--- src/rtl/mips_pkg.sv ---
// rtl/mips_pkg.sv - shared types and helpers for the MEM-stage load/store unit
package mips_pkg;

    typedef enum logic [1:0] {
        MEM_BYTE = 2'b00,
        MEM_HALF = 2'b01,
        MEM_WORD = 2'b10
    } mem_size_t;

    typedef enum logic [1:0] {
        LSU_IDLE = 2'b00,
        LSU_REQ  = 2'b01,
        LSU_DONE = 2'b10
    } lsu_state_t;

    localparam logic [3:0] BYTE_EN_WORD = 4'b1111;

    // The spare 2'b11 encoding behaves as a word access.
    function automatic mem_size_t decode_size(input logic [1:0] size);
        case (size)
            2'b00:   return MEM_BYTE;
            2'b01:   return MEM_HALF;
            default: return MEM_WORD;
        endcase
    endfunction

    function automatic logic is_misaligned(input mem_size_t size, input logic [1:0] addr_lo);
        return ((size == MEM_HALF) && addr_lo[0]) ||
               ((size == MEM_WORD) && (addr_lo != 2'b00));
    endfunction

endpackage

--- src/rtl/lsu_align.sv ---
// rtl/lsu_align.sv - little-endian lane steering for stores and extraction for loads
module lsu_align
    import mips_pkg::*;
(
    input  logic [1:0]  i_addr_lo,
    input  mem_size_t   i_size,
    input  logic        i_signed,
    input  logic        i_is_store,
    input  logic [31:0] i_store_data,
    input  logic [31:0] i_rdata,
    output logic [3:0]  o_byte_en,
    output logic [31:0] o_wdata,
    output logic [31:0] o_load_data
);

    logic [31:0] w_shifted;

    assign w_shifted = i_rdata >> {i_addr_lo, 3'b000};

    // Store path: replicate data across lanes, enable only the addressed lanes.
    always_comb begin
        o_byte_en = BYTE_EN_WORD;
        o_wdata   = i_store_data;
        case (i_size)
            MEM_BYTE: begin
                o_byte_en = 4'b0001 << i_addr_lo;
                o_wdata   = {4{i_store_data[7:0]}};
            end
            MEM_HALF: begin
                o_byte_en = i_addr_lo[1] ? 4'b1100 : 4'b0011;
                o_wdata   = {2{i_store_data[15:0]}};
            end
            default: begin
                o_byte_en = BYTE_EN_WORD;
                o_wdata   = i_store_data;
            end
        endcase
        if (!i_is_store) begin
            o_byte_en = BYTE_EN_WORD;
        end
    end

    // Load path: bring the addressed lane down to bit 0, then extend to 32 bits.
    always_comb begin
        o_load_data = w_shifted;
        case (i_size)
            MEM_BYTE: o_load_data = i_signed ? {{24{w_shifted[7]}}, w_shifted[7:0]}
                                             : {24'b0, w_shifted[7:0]};
            MEM_HALF: o_load_data = i_signed ? {{16{w_shifted[15]}}, w_shifted[15:0]}
                                             : {16'b0, w_shifted[15:0]};
            default:  o_load_data = w_shifted;
        endcase
    end

endmodule

--- src/rtl/mem_stage_lsu.sv ---
// rtl/mem_stage_lsu.sv - MEM-stage load/store unit with req/ack data-memory port
module mem_stage_lsu
    import mips_pkg::*;
#(
    parameter int unsigned TIMEOUT_CYCLES = 64
)(
    input  logic        clock__i,
    input  logic        reset_n__i,
    input  logic        MemRead__i,
    input  logic        MemWrite__i,
    input  logic [1:0]  MemSize__i,
    input  logic        MemSigned__i,
    input  logic [31:0] ALUData__i,
    input  logic [31:0] StoreData__i,
    input  logic        RegWrite__i,
    input  logic        MemToReg__i,
    input  logic [4:0]  WBReg__i,
    output logic        DMemReq__o,
    output logic        DMemWe__o,
    output logic [31:0] DMemAddr__o,
    output logic [3:0]  DMemByteEn__o,
    output logic [31:0] DMemWData__o,
    input  logic        DMemAck__i,
    input  logic [31:0] DMemRData__i,
    output logic        RegWrite__o,
    output logic        MemToReg__o,
    output logic [31:0] MemReadData__o,
    output logic [31:0] ALUData__o,
    output logic [4:0]  WBReg__o,
    output logic        Stall__o,
    output logic        MisalignExc__o,
    output logic        BusErr__o
);

    localparam int unsigned CNT_W = (TIMEOUT_CYCLES > 1) ? $clog2(TIMEOUT_CYCLES) : 1;
    localparam logic [CNT_W-1:0] TO_LAST = CNT_W'((TIMEOUT_CYCLES == 0) ? 0 : TIMEOUT_CYCLES - 1);

    lsu_state_t       r_state;
    lsu_state_t       w_next_state;
    logic             r_abort;
    logic [CNT_W-1:0] r_count;
    logic             r_req;
    logic             r_we;
    logic [31:0]      r_addr;
    logic [3:0]       r_be;
    logic [31:0]      r_wdata;
    logic [31:0]      r_load;

    logic             w_memop;
    logic             w_misaligned;
    logic             w_start;
    logic             w_timeout;
    mem_size_t        w_size;
    logic [3:0]       w_byte_en;
    logic [31:0]      w_wdata;
    logic [31:0]      w_load_data;

    assign w_memop      = MemRead__i | MemWrite__i;
    assign w_size       = decode_size(MemSize__i);
    assign w_misaligned = is_misaligned(w_size, ALUData__i[1:0]);
    assign w_timeout    = (TIMEOUT_CYCLES != 0) && (r_count == TO_LAST) && !DMemAck__i;

    lsu_align u_align (
        .i_addr_lo    (ALUData__i[1:0]),
        .i_size       (w_size),
        .i_signed     (MemSigned__i),
        .i_is_store   (MemWrite__i),
        .i_store_data (StoreData__i),
        .i_rdata      (DMemRData__i),
        .o_byte_en    (w_byte_en),
        .o_wdata      (w_wdata),
        .o_load_data  (w_load_data)
    );

    assign DMemReq__o    = r_req;
    assign DMemWe__o     = r_we;
    assign DMemAddr__o   = r_addr;
    assign DMemByteEn__o = r_be;
    assign DMemWData__o  = r_wdata;
    assign ALUData__o    = ALUData__i;
    assign WBReg__o      = WBReg__i;

    // State register; reset drops any outstanding access immediately.
    always_ff @(posedge clock__i or negedge reset_n__i) begin
        if (!reset_n__i) begin
            r_state <= LSU_IDLE;
        end else begin
            r_state <= w_next_state;
        end
    end

    // Next state, stall and bubble insertion toward MEM/WB.
    always_comb begin
        w_next_state   = r_state;
        w_start        = 1'b0;
        Stall__o       = 1'b0;
        RegWrite__o    = RegWrite__i;
        MemToReg__o    = MemToReg__i;
        MemReadData__o = 32'b0;
        MisalignExc__o = 1'b0;
        BusErr__o      = 1'b0;
        case (r_state)
            LSU_IDLE: begin
                if (w_memop && w_misaligned) begin
                    MisalignExc__o = 1'b1;
                    RegWrite__o    = 1'b0;
                end else if (w_memop) begin
                    w_start      = 1'b1;
                    w_next_state = LSU_REQ;
                    Stall__o     = 1'b1;
                    RegWrite__o  = 1'b0;
                    MemToReg__o  = 1'b0;
                end
            end
            LSU_REQ: begin
                Stall__o    = 1'b1;
                RegWrite__o = 1'b0;
                MemToReg__o = 1'b0;
                if (DMemAck__i) begin
                    w_next_state = LSU_DONE;
                end else if (w_timeout) begin
                    BusErr__o    = 1'b1;
                    w_next_state = LSU_DONE;
                end
            end
            LSU_DONE: begin
                MemReadData__o = r_load;
                RegWrite__o    = RegWrite__i & ~r_abort;
                w_next_state   = LSU_IDLE;
            end
            default: begin
                w_next_state = LSU_IDLE;
            end
        endcase
    end

    // Request registers, wait counter and load-data capture.
    always_ff @(posedge clock__i or negedge reset_n__i) begin
        if (!reset_n__i) begin
            r_req   <= 1'b0;
            r_we    <= 1'b0;
            r_addr  <= 32'b0;
            r_be    <= 4'b0;
            r_wdata <= 32'b0;
            r_load  <= 32'b0;
            r_count <= '0;
            r_abort <= 1'b0;
        end else begin
            case (r_state)
                LSU_IDLE: begin
                    if (w_start) begin
                        r_req   <= 1'b1;
                        r_we    <= MemWrite__i;
                        r_addr  <= {ALUData__i[31:2], 2'b00};
                        r_be    <= w_byte_en;
                        r_wdata <= w_wdata;
                        r_count <= '0;
                        r_abort <= 1'b0;
                    end
                end
                LSU_REQ: begin
                    r_count <= r_count + CNT_W'(1);
                    if (DMemAck__i) begin
                        r_req  <= 1'b0;
                        r_load <= w_load_data;
                    end else if (w_timeout) begin
                        r_req   <= 1'b0;
                        r_load  <= 32'b0;
                        r_abort <= 1'b1;
                    end
                end
                default: begin
                end
            endcase
        end
    end

endmodule
--- config.mk ---
export PLATFORM = sky130hd
export DESIGN_NAME = mem_stage_lsu
export DESIGN_NICKNAME = d
export VERILOG_FILES = /design/src/rtl/mips_pkg.sv /design/src/rtl/lsu_align.sv /design/src/rtl/mem_stage_lsu.sv
export SDC_FILE = /design/constraint.sdc
export NUM_CORES = 1
export LEC_CHECK = 0
export CAP_MARGIN = 20
export CORE_UTILIZATION = 46
export CTS_BUF_LIST = sky130_fd_sc_hd__clkbuf_8
export DETAILED_ROUTE_END_ITERATION = 10
export HOLD_SLACK_MARGIN = 0.08
export PLACE_DENSITY_LB_ADDON = 0.12
export SETUP_SLACK_MARGIN = 0.1
export SLEW_MARGIN = 20
export SYNTH_ARGS = -nofsm -noshare
export SYNTH_HDL_FRONTEND = slang
export SYNTH_SLANG_ARGS = --single-unit
--- constraint.sdc ---
create_clock -name clock__i -period 3.1 [get_ports clock__i]
set_input_delay 0.62 -clock clock__i [delete_from_list [all_inputs] [get_ports clock__i]]
set_output_delay 0.62 -clock clock__i [all_outputs]
set_load 0.05 [all_outputs]
==> impl_metrics.json, run 1 <==
{
  "comb_power_share": 0.536,
  "placed_area_um2": 8273,
  "num_rows": 40,
  "max_cap_violations": 0,
  "fill_cells": 915,
  "path_max_fanout": 7,
  "clkPwrFrac": 0.134,
  "synthMuxAreaShare": 0.1857,
  "ys_warn_count": 0,
  "async_reset_ff_frac": 1.000,
  "cts_buffer_depth": 2,
  "slew_headroom": 0.3940,
  "die_y_um": 113.1,
  "htree_levels": 3,
  "place.port_buffers": 242,
  "syn_inst": 526,
  "layout_commonest_cell": "clkdlybuf4s50_1",
  "ys_types": 41,
  "synth_adder_area_share": 0.002203,
  "num_io_pins": 255,
  "insertion_delay_ns": 0.38,
  "cp.required_ns": 2.48,
  "routed_via_density": 5.333,
  "cp.arrival_ns": 2.10,
  "p_int_mw": 3.882,
  "rsz0062_at_grt": "false",
  "layout.nets": 828,
  "overflow": 0,
  "rr_worst_depth": 4,
  "synth_area_per_cell_um2": 10.80,
  "final-max-slew-violation-count": 0,
  "yosysSeqAreaShare": 0.4802,
  "critPathCaptureType": "output pin",
  "peakVddDrop_mv": 0.5094,
  "post-route-cell-area_um2": 8487,
  "synth_compound_gate_area_share": 0.1214,
  "post_cts_buffers": 0,
  "grt_max_degree": 74,
  "final_cell_mix": "clkdlybuf4s50_1, dfrtp_1, o21ai_0",
  "synth_ff_type": "dfrtp_1",
  "p_leak_nw": 3.680,
  "clk_pin_slew_worst_paths_ns": 0.10,
  "antenna_left": 0,
  "reg2reg_slack_ns": 0.97,
  "cellPowerDensity_nw_per_um2": 828.0,
  "synth_enable_flop_cells": 0,
  "path_class": "input pin to output pin",
  "synth_xor_area_frac": 0,
  "switching_share": 0.4476,
  "setup_viol": 0,
  "finalSetupTns_ns": 0,
  "reg2reg_from": "r_state[1]",
  "clock-sinks": 109,
  "finalClockSkew_ns": 0.008848,
  "initial_core_util": 0.4729,
  "syn_area_um2": 5680,
  "hold_violations": 0,
  "synth-simple-area-share": 0.1183,
  "final_layout_size_suffix_gt1_frac": 0.1650,
  "p_sw_mw": 3.145,
  "worstMarginPinSlew_ns": 0.9023,
  "core_area_um2": 12010,
  "grt_pass1_wl_um": 24110,
  "ctsHoldBuffers": 0,
  "finalWeightedCongestion": 0.8270,
  "wirelength_um": 15180,
  "synth_top_family_by_area": "multiplexers",
  "drcViolationCount": 0,
  "syn_to_final_growth_pct": 49.41,
  "seqPwrFrac": 0.330,
  "worst_r2r_endpoint": "r_load[26]",
  "max_freq_ghz": 0.3680,
  "cts_buffers": 9,
  "fin_ws_ns": 0.3823,
  "cts_tree": "built",
  "die_area_um2": 12800,
  "final_core_util": 0.7066,
  "antenna_cells": 0,
  "ys_ff_latch": 109,
  "post-dp-hpwl_um": 11400,
  "clockRootBuffer": "clkbuf_8",
  "pre_cts_ws_ns": 0.2545,
  "grt_use_total": 0.2423,
  "grt_pass1_vias": 4689,
  "hold_path.class": "input pin to async pin",
  "antenna_found_initial": 0,
  "first_pass_iters": 4,
  "vias": 4629,
  "dieWidth_um": 113.1,
  "min_period_ns": 2.718,
  "cp-start-kind": "input pin",
  "cts_resized": 0,
  "status": "completed",
  "period_share": 0.8767,
  "routedWlPerCell_um": 17.49,
  "drtIter0Drc": 233
}
-- through the flow --
step / hold WS, ns / instances / total power, mW
after floorplan: 0.3244 / 527 / 4.732
after global placement: 0.4593 / 852 / 6.054
after detailed placement: 0.4641 / 852 / 6.131
after CTS: 0.1896 / 868 / 7.079
after global routing: 0.2143 / 868 / 7.356
final: 0.1873 / 868 / 7.027
-- routing by layer --
metal / global-route usage / wire length (um) / up-vias
met5: 0 / 0 / -
met1: 0.2922 / 6054 / 2236
met3: 0.06052 / 1134 / 30
met4: 0.1000 / 357 / 0
met2: 0.4143 / 7634 / 185
li1: - / - / 2178
-- kinds of logic (layout without fill, tap and decap cells) --
family,after synthesis,after routing
flip-flops,109,109
multiplexers,94,94
AO/OA/AOI/OAI,111,111
other,1,2
AND/OR/NAND/NOR,129,129
buffers and inverters,81,275
adder cells (fa/ha/maj),1,1
-- sequential cells by signal, summed over array words and instances (netlist names) --
name / flops
DMemAddr__o: 30
DMemByteEn__o: 4
DMemReq__o: 1
DMemWData__o: 32
DMemWe__o: 1
r_abort: 1
r_count: 6
r_load: 32
r_state: 2
-- area by class of cell --
type	instances	area [um^2]	share of cell area
clock buffer	9	123.9	0.01460
timing repair buffer	254	2883	0.3397
tap	147	183.9	0.02167
clock inverter	7	90.09	0.01061
sequential	109	2728	0.3214
inverter	5	18.77	0.002211
multi-input combinational	337	2460	0.2898
-- synth_stat cells (all sizes together), types with 2 or more instances --
| master | count | area (um^2) |
|---|---|---|
| clkbuf | 14 | 52.55 |
| nand3 | 2 | 10.01 |
| nor2 | 23 | 86.33 |
| mux2 | 51 | 611.8 |
| o21ai | 54 | 270.3 |
| nand3b | 8 | 60.06 |
| mux2i | 42 | 420.4 |
| o2bb2ai | 4 | 35.03 |
| and3 | 3 | 18.77 |
| a21oi | 26 | 130.1 |
| inv | 5 | 18.77 |
| nand2 | 45 | 168.9 |
| a22o | 2 | 17.52 |
| and2 | 34 | 212.7 |
| nand2b | 2 | 12.51 |
| buf | 62 | 449.2 |
| nor2b | 6 | 45.04 |
| a21o | 3 | 22.52 |
| a221o | 16 | 160.2 |
| dfrtp | 109 | 2728 |
-- worst max-delay path by stage --
stage                       start        endpoint  depth (start not counted)
floorplan           MemSize__i[0]  MisalignExc__o                          4
global placement    MemSize__i[1]     MemToReg__o                          6
detailed placement  ALUData__i[1]      r_load[25]                          6
CTS                 MemSize__i[1]     MemToReg__o                          6
global route        MemSize__i[1]     MemToReg__o                          6
finish              MemSize__i[1]     MemToReg__o                          6
-- power by group through the flow --
stage,Combinational [mW],Sequential (mW),Clock [mW]
2_1_floorplan,1.11,3.62,0
3_3_place_gp,3.74,2.32,0
3_5_place_dp,3.79,2.34,0
4_1_cts,3.80,2.32,0.964
5_1_grt,3.95,2.39,1.02
6_report,3.77,2.32,0.941
-- critical path, stage by stage --
cell	delay, ns
clkdlybuf4s50_1	0.46
a21oi_1	0.25
o22ai_1	0.13
a21o_1	0.27
and2_1	0.18
buf_4	0.18
No activity file was read; power rests on OpenSTA's default activity.
==> inputs of run 2 (changes only) <==
--- a/config.mk
+++ b/config.mk
@@ -11,6 +11,7 @@
 export DETAILED_ROUTE_END_ITERATION = 10
 export HOLD_SLACK_MARGIN = 0.08
 export PLACE_DENSITY_LB_ADDON = 0.12
+export RECOVER_POWER = 100
 export SETUP_SLACK_MARGIN = 0.1
 export SLEW_MARGIN = 20
 export SYNTH_ARGS = -nofsm -noshare
==> impl_metrics.json, run 2 (synthesized netlist as in run 1, its figures left out) <==
{
  "status": "complete, but fails checks",
  "failed_checks": "capacitance limit, slew limit",
  "syn_to_final_growth_pct": 47.58,
  "grt_pass1_wl_um": 24110,
  "finalClockSkew_ns": 0.008968,
  "p_leak_nw": 3.621,
  "min_period_ns": 2.866,
  "insertion_delay_ns": 0.38,
  "antenna_left": 0,
  "grt_max_degree": 74,
  "max_freq_ghz": 0.3490,
  "multi_input_area_um2": 2392,
  "comb_power_share": 0.522,
  "rsz0062_at_grt": "false",
  "min_from": "r_load[15]",
  "final_layout_size_suffix_gt1_frac": 0.1429,
  "highest_layer": "met4",
  "crit_path_cell_trace": "dlygate4sd3_1 -> nor2_1 -> buf_4 -> nor4b_1 -> buf_12",
  "whs_ns": 0.4823,
  "worstMarginPinSlew_ns": 1.995,
  "met3_length_um": 1136,
  "max_cap_violations": 1,
  "overflow": 0,
  "clockRootBuffer": "clkbuf_8",
  "hold_path.class": "register to register",
  "ctsHoldBuffers": 0,
  "regArea_um2": 2728,
  "dieWidth_um": 113.1,
  "slew_headroom": -0.3298,
  "finalWeightedCongestion": 0.8270,
  "period_share": 0.9244,
  "switching_share": 0.4591,
  "crit_start": "MemSize__i[1]",
  "fill_cells": 943,
  "cp.arrival_ns": 2.25,
  "wirelength_um": 15090,
  "core_area_um2": 12010,
  "peakVddDrop_mv": 0.4918,
  "antenna_cells": 0,
  "path_class": "input pin to output pin",
  "met1Wirelength_um": 5879,
  "num_rows": 40,
  "die_y_um": 113.1,
  "num_io_pins": 255,
  "die_area_um2": 12800,
  "hold_violations": 0,
  "initial_core_util": 0.4729,
  "p_sw_mw": 3.108,
  "wl_met2_um": 7681,
  "finalPower_mw": 6.770,
  "post_cts_buffers": 0,
  "post-dp-hpwl_um": 11400,
  "vias": 4663,
  "reg2reg_from": "r_count[0]",
  "routedWlPerCell_um": 17.38,
  "drcViolationCount": 0,
  "cp.required_ns": 2.48,
  "layout_commonest_cell": "dfrtp_1",
  "cts_buffers": 9,
  "antenna_found_initial": 0,
  "routed_via_density": 5.372,
  "cts_buffer_depth": 2,
  "htree_levels": 3,
  "first_pass_iters": 4,
  "p_int_mw": 3.662,
  "finalSetupTns_ns": 0,
  "grt_use_total": 0.2423,
  "setup_viol": 0,
  "clock-sinks": 109,
  "layout.nets": 828,
  "cts_resized": 0,
  "drtIter0Drc": 222,
  "path_max_fanout": 10,
  "critPathCaptureType": "output pin",
  "clk_pin_slew_worst_paths_ns": 0.09,
  "cp-start-kind": "input pin",
  "grt_pass1_vias": 4689,
  "final-max-slew-violation-count": 37,
  "seqPwrFrac": 0.339,
  "cts_tree": "built",
  "clkPwrFrac": 0.139,
  "final_cell_mix": "dfrtp_1, dlygate4sd3_1, clkdlybuf4s50_1",
  "critical_path.slowest_cell": "dlygate4sd3_1",
  "critPathMaxStageDelay_ns": 0.60,
  "place.port_buffers": 242,
  "cellPowerDensity_nw_per_um2": 807.6
}
[run 2: changes by cell type in the layout (fill, tap and decap cells not counted), sizes merged]
cell,before,now
dlygate4sd3,0,101
buf,53,45
clkdlybuf4s50,201,100
clkbuf,9,17
[run 2: final timing paths]
check,slack [ns],end,cells after the start
min,0.48,r_load[15],2
max,0.23,MisalignExc__o,5
min reg2reg,0.48,r_load[15],2
max reg2reg,0.89,r_load[8],6
min in group asynchronous,0.79,r_load[27],1
max in group asynchronous,1.12,DMemAddr__o[2],2
[run 2: per-stage QoR]
stage | instances | area (um^2) | util | setup slack [ns]
after floorplan | 527 | 5690 | - | 0.4350
after CTS | 868 | 8487 | 0.7066 | 0.3735
after detailed placement | 852 | 8273 | 0.6888 | 0.2545
after global placement | 852 | 8273 | 0.6888 | 0.3776
after global routing | 868 | 8383 | 0.6979 | 0.1506
final | 868 | 8383 | 0.6979 | 0.2345
[run 2: critical path, delay by kind of cell]
| kind | cells | cell delay [ns] |
|---|---|---|
| buffers and inverters | 3 | 1.01 |
| AND/OR/NAND/NOR | 2 | 0.61 |
[run 2: metal layers]
metal  vias up  global-route usage
met5         -                   0
met4         0              0.1000
met3        34             0.06052
met2       195              0.4143
met1      2254              0.2922
li1       2180                   -
[run 2: layout make-up]
type | count | area share
multi-input cells | 337 | 0.2854
clock buffers | 9 | 0.01478
flip-flops and latches | 109 | 0.3254
well taps | 147 | 0.02194
inverters | 5 | 0.002239
clock inverters | 7 | 0.01075
repair buffers | 254 | 0.3396
[run 2: power groups by stage]
| stage | clock [mW] | sequential (mW) | combinational [mW] |
|---|---|---|---|
| finish | 0.939 | 2.30 | 3.54 |
| global route | 1.02 | 2.37 | 3.72 |
| CTS | 0.964 | 2.32 | 3.80 |
| detailed placement | 0 | 2.34 | 3.79 |
| global placement | 0 | 2.32 | 3.74 |
| floorplan | 0 | 3.62 | 1.11 |
==> inputs of run 3 (changes only) <==
--- a/config.mk
+++ b/config.mk
@@ -9,6 +9,7 @@
 export CORE_UTILIZATION = 46
 export CTS_BUF_LIST = sky130_fd_sc_hd__clkbuf_8
 export DETAILED_ROUTE_END_ITERATION = 10
+export GPL_ROUTABILITY_DRIVEN = 0
 export HOLD_SLACK_MARGIN = 0.08
 export PLACE_DENSITY_LB_ADDON = 0.12
 export RECOVER_POWER = 100
==> results of run 3 <==
Same layout as run 2: the final DEF is identical, and so are final timing and power.
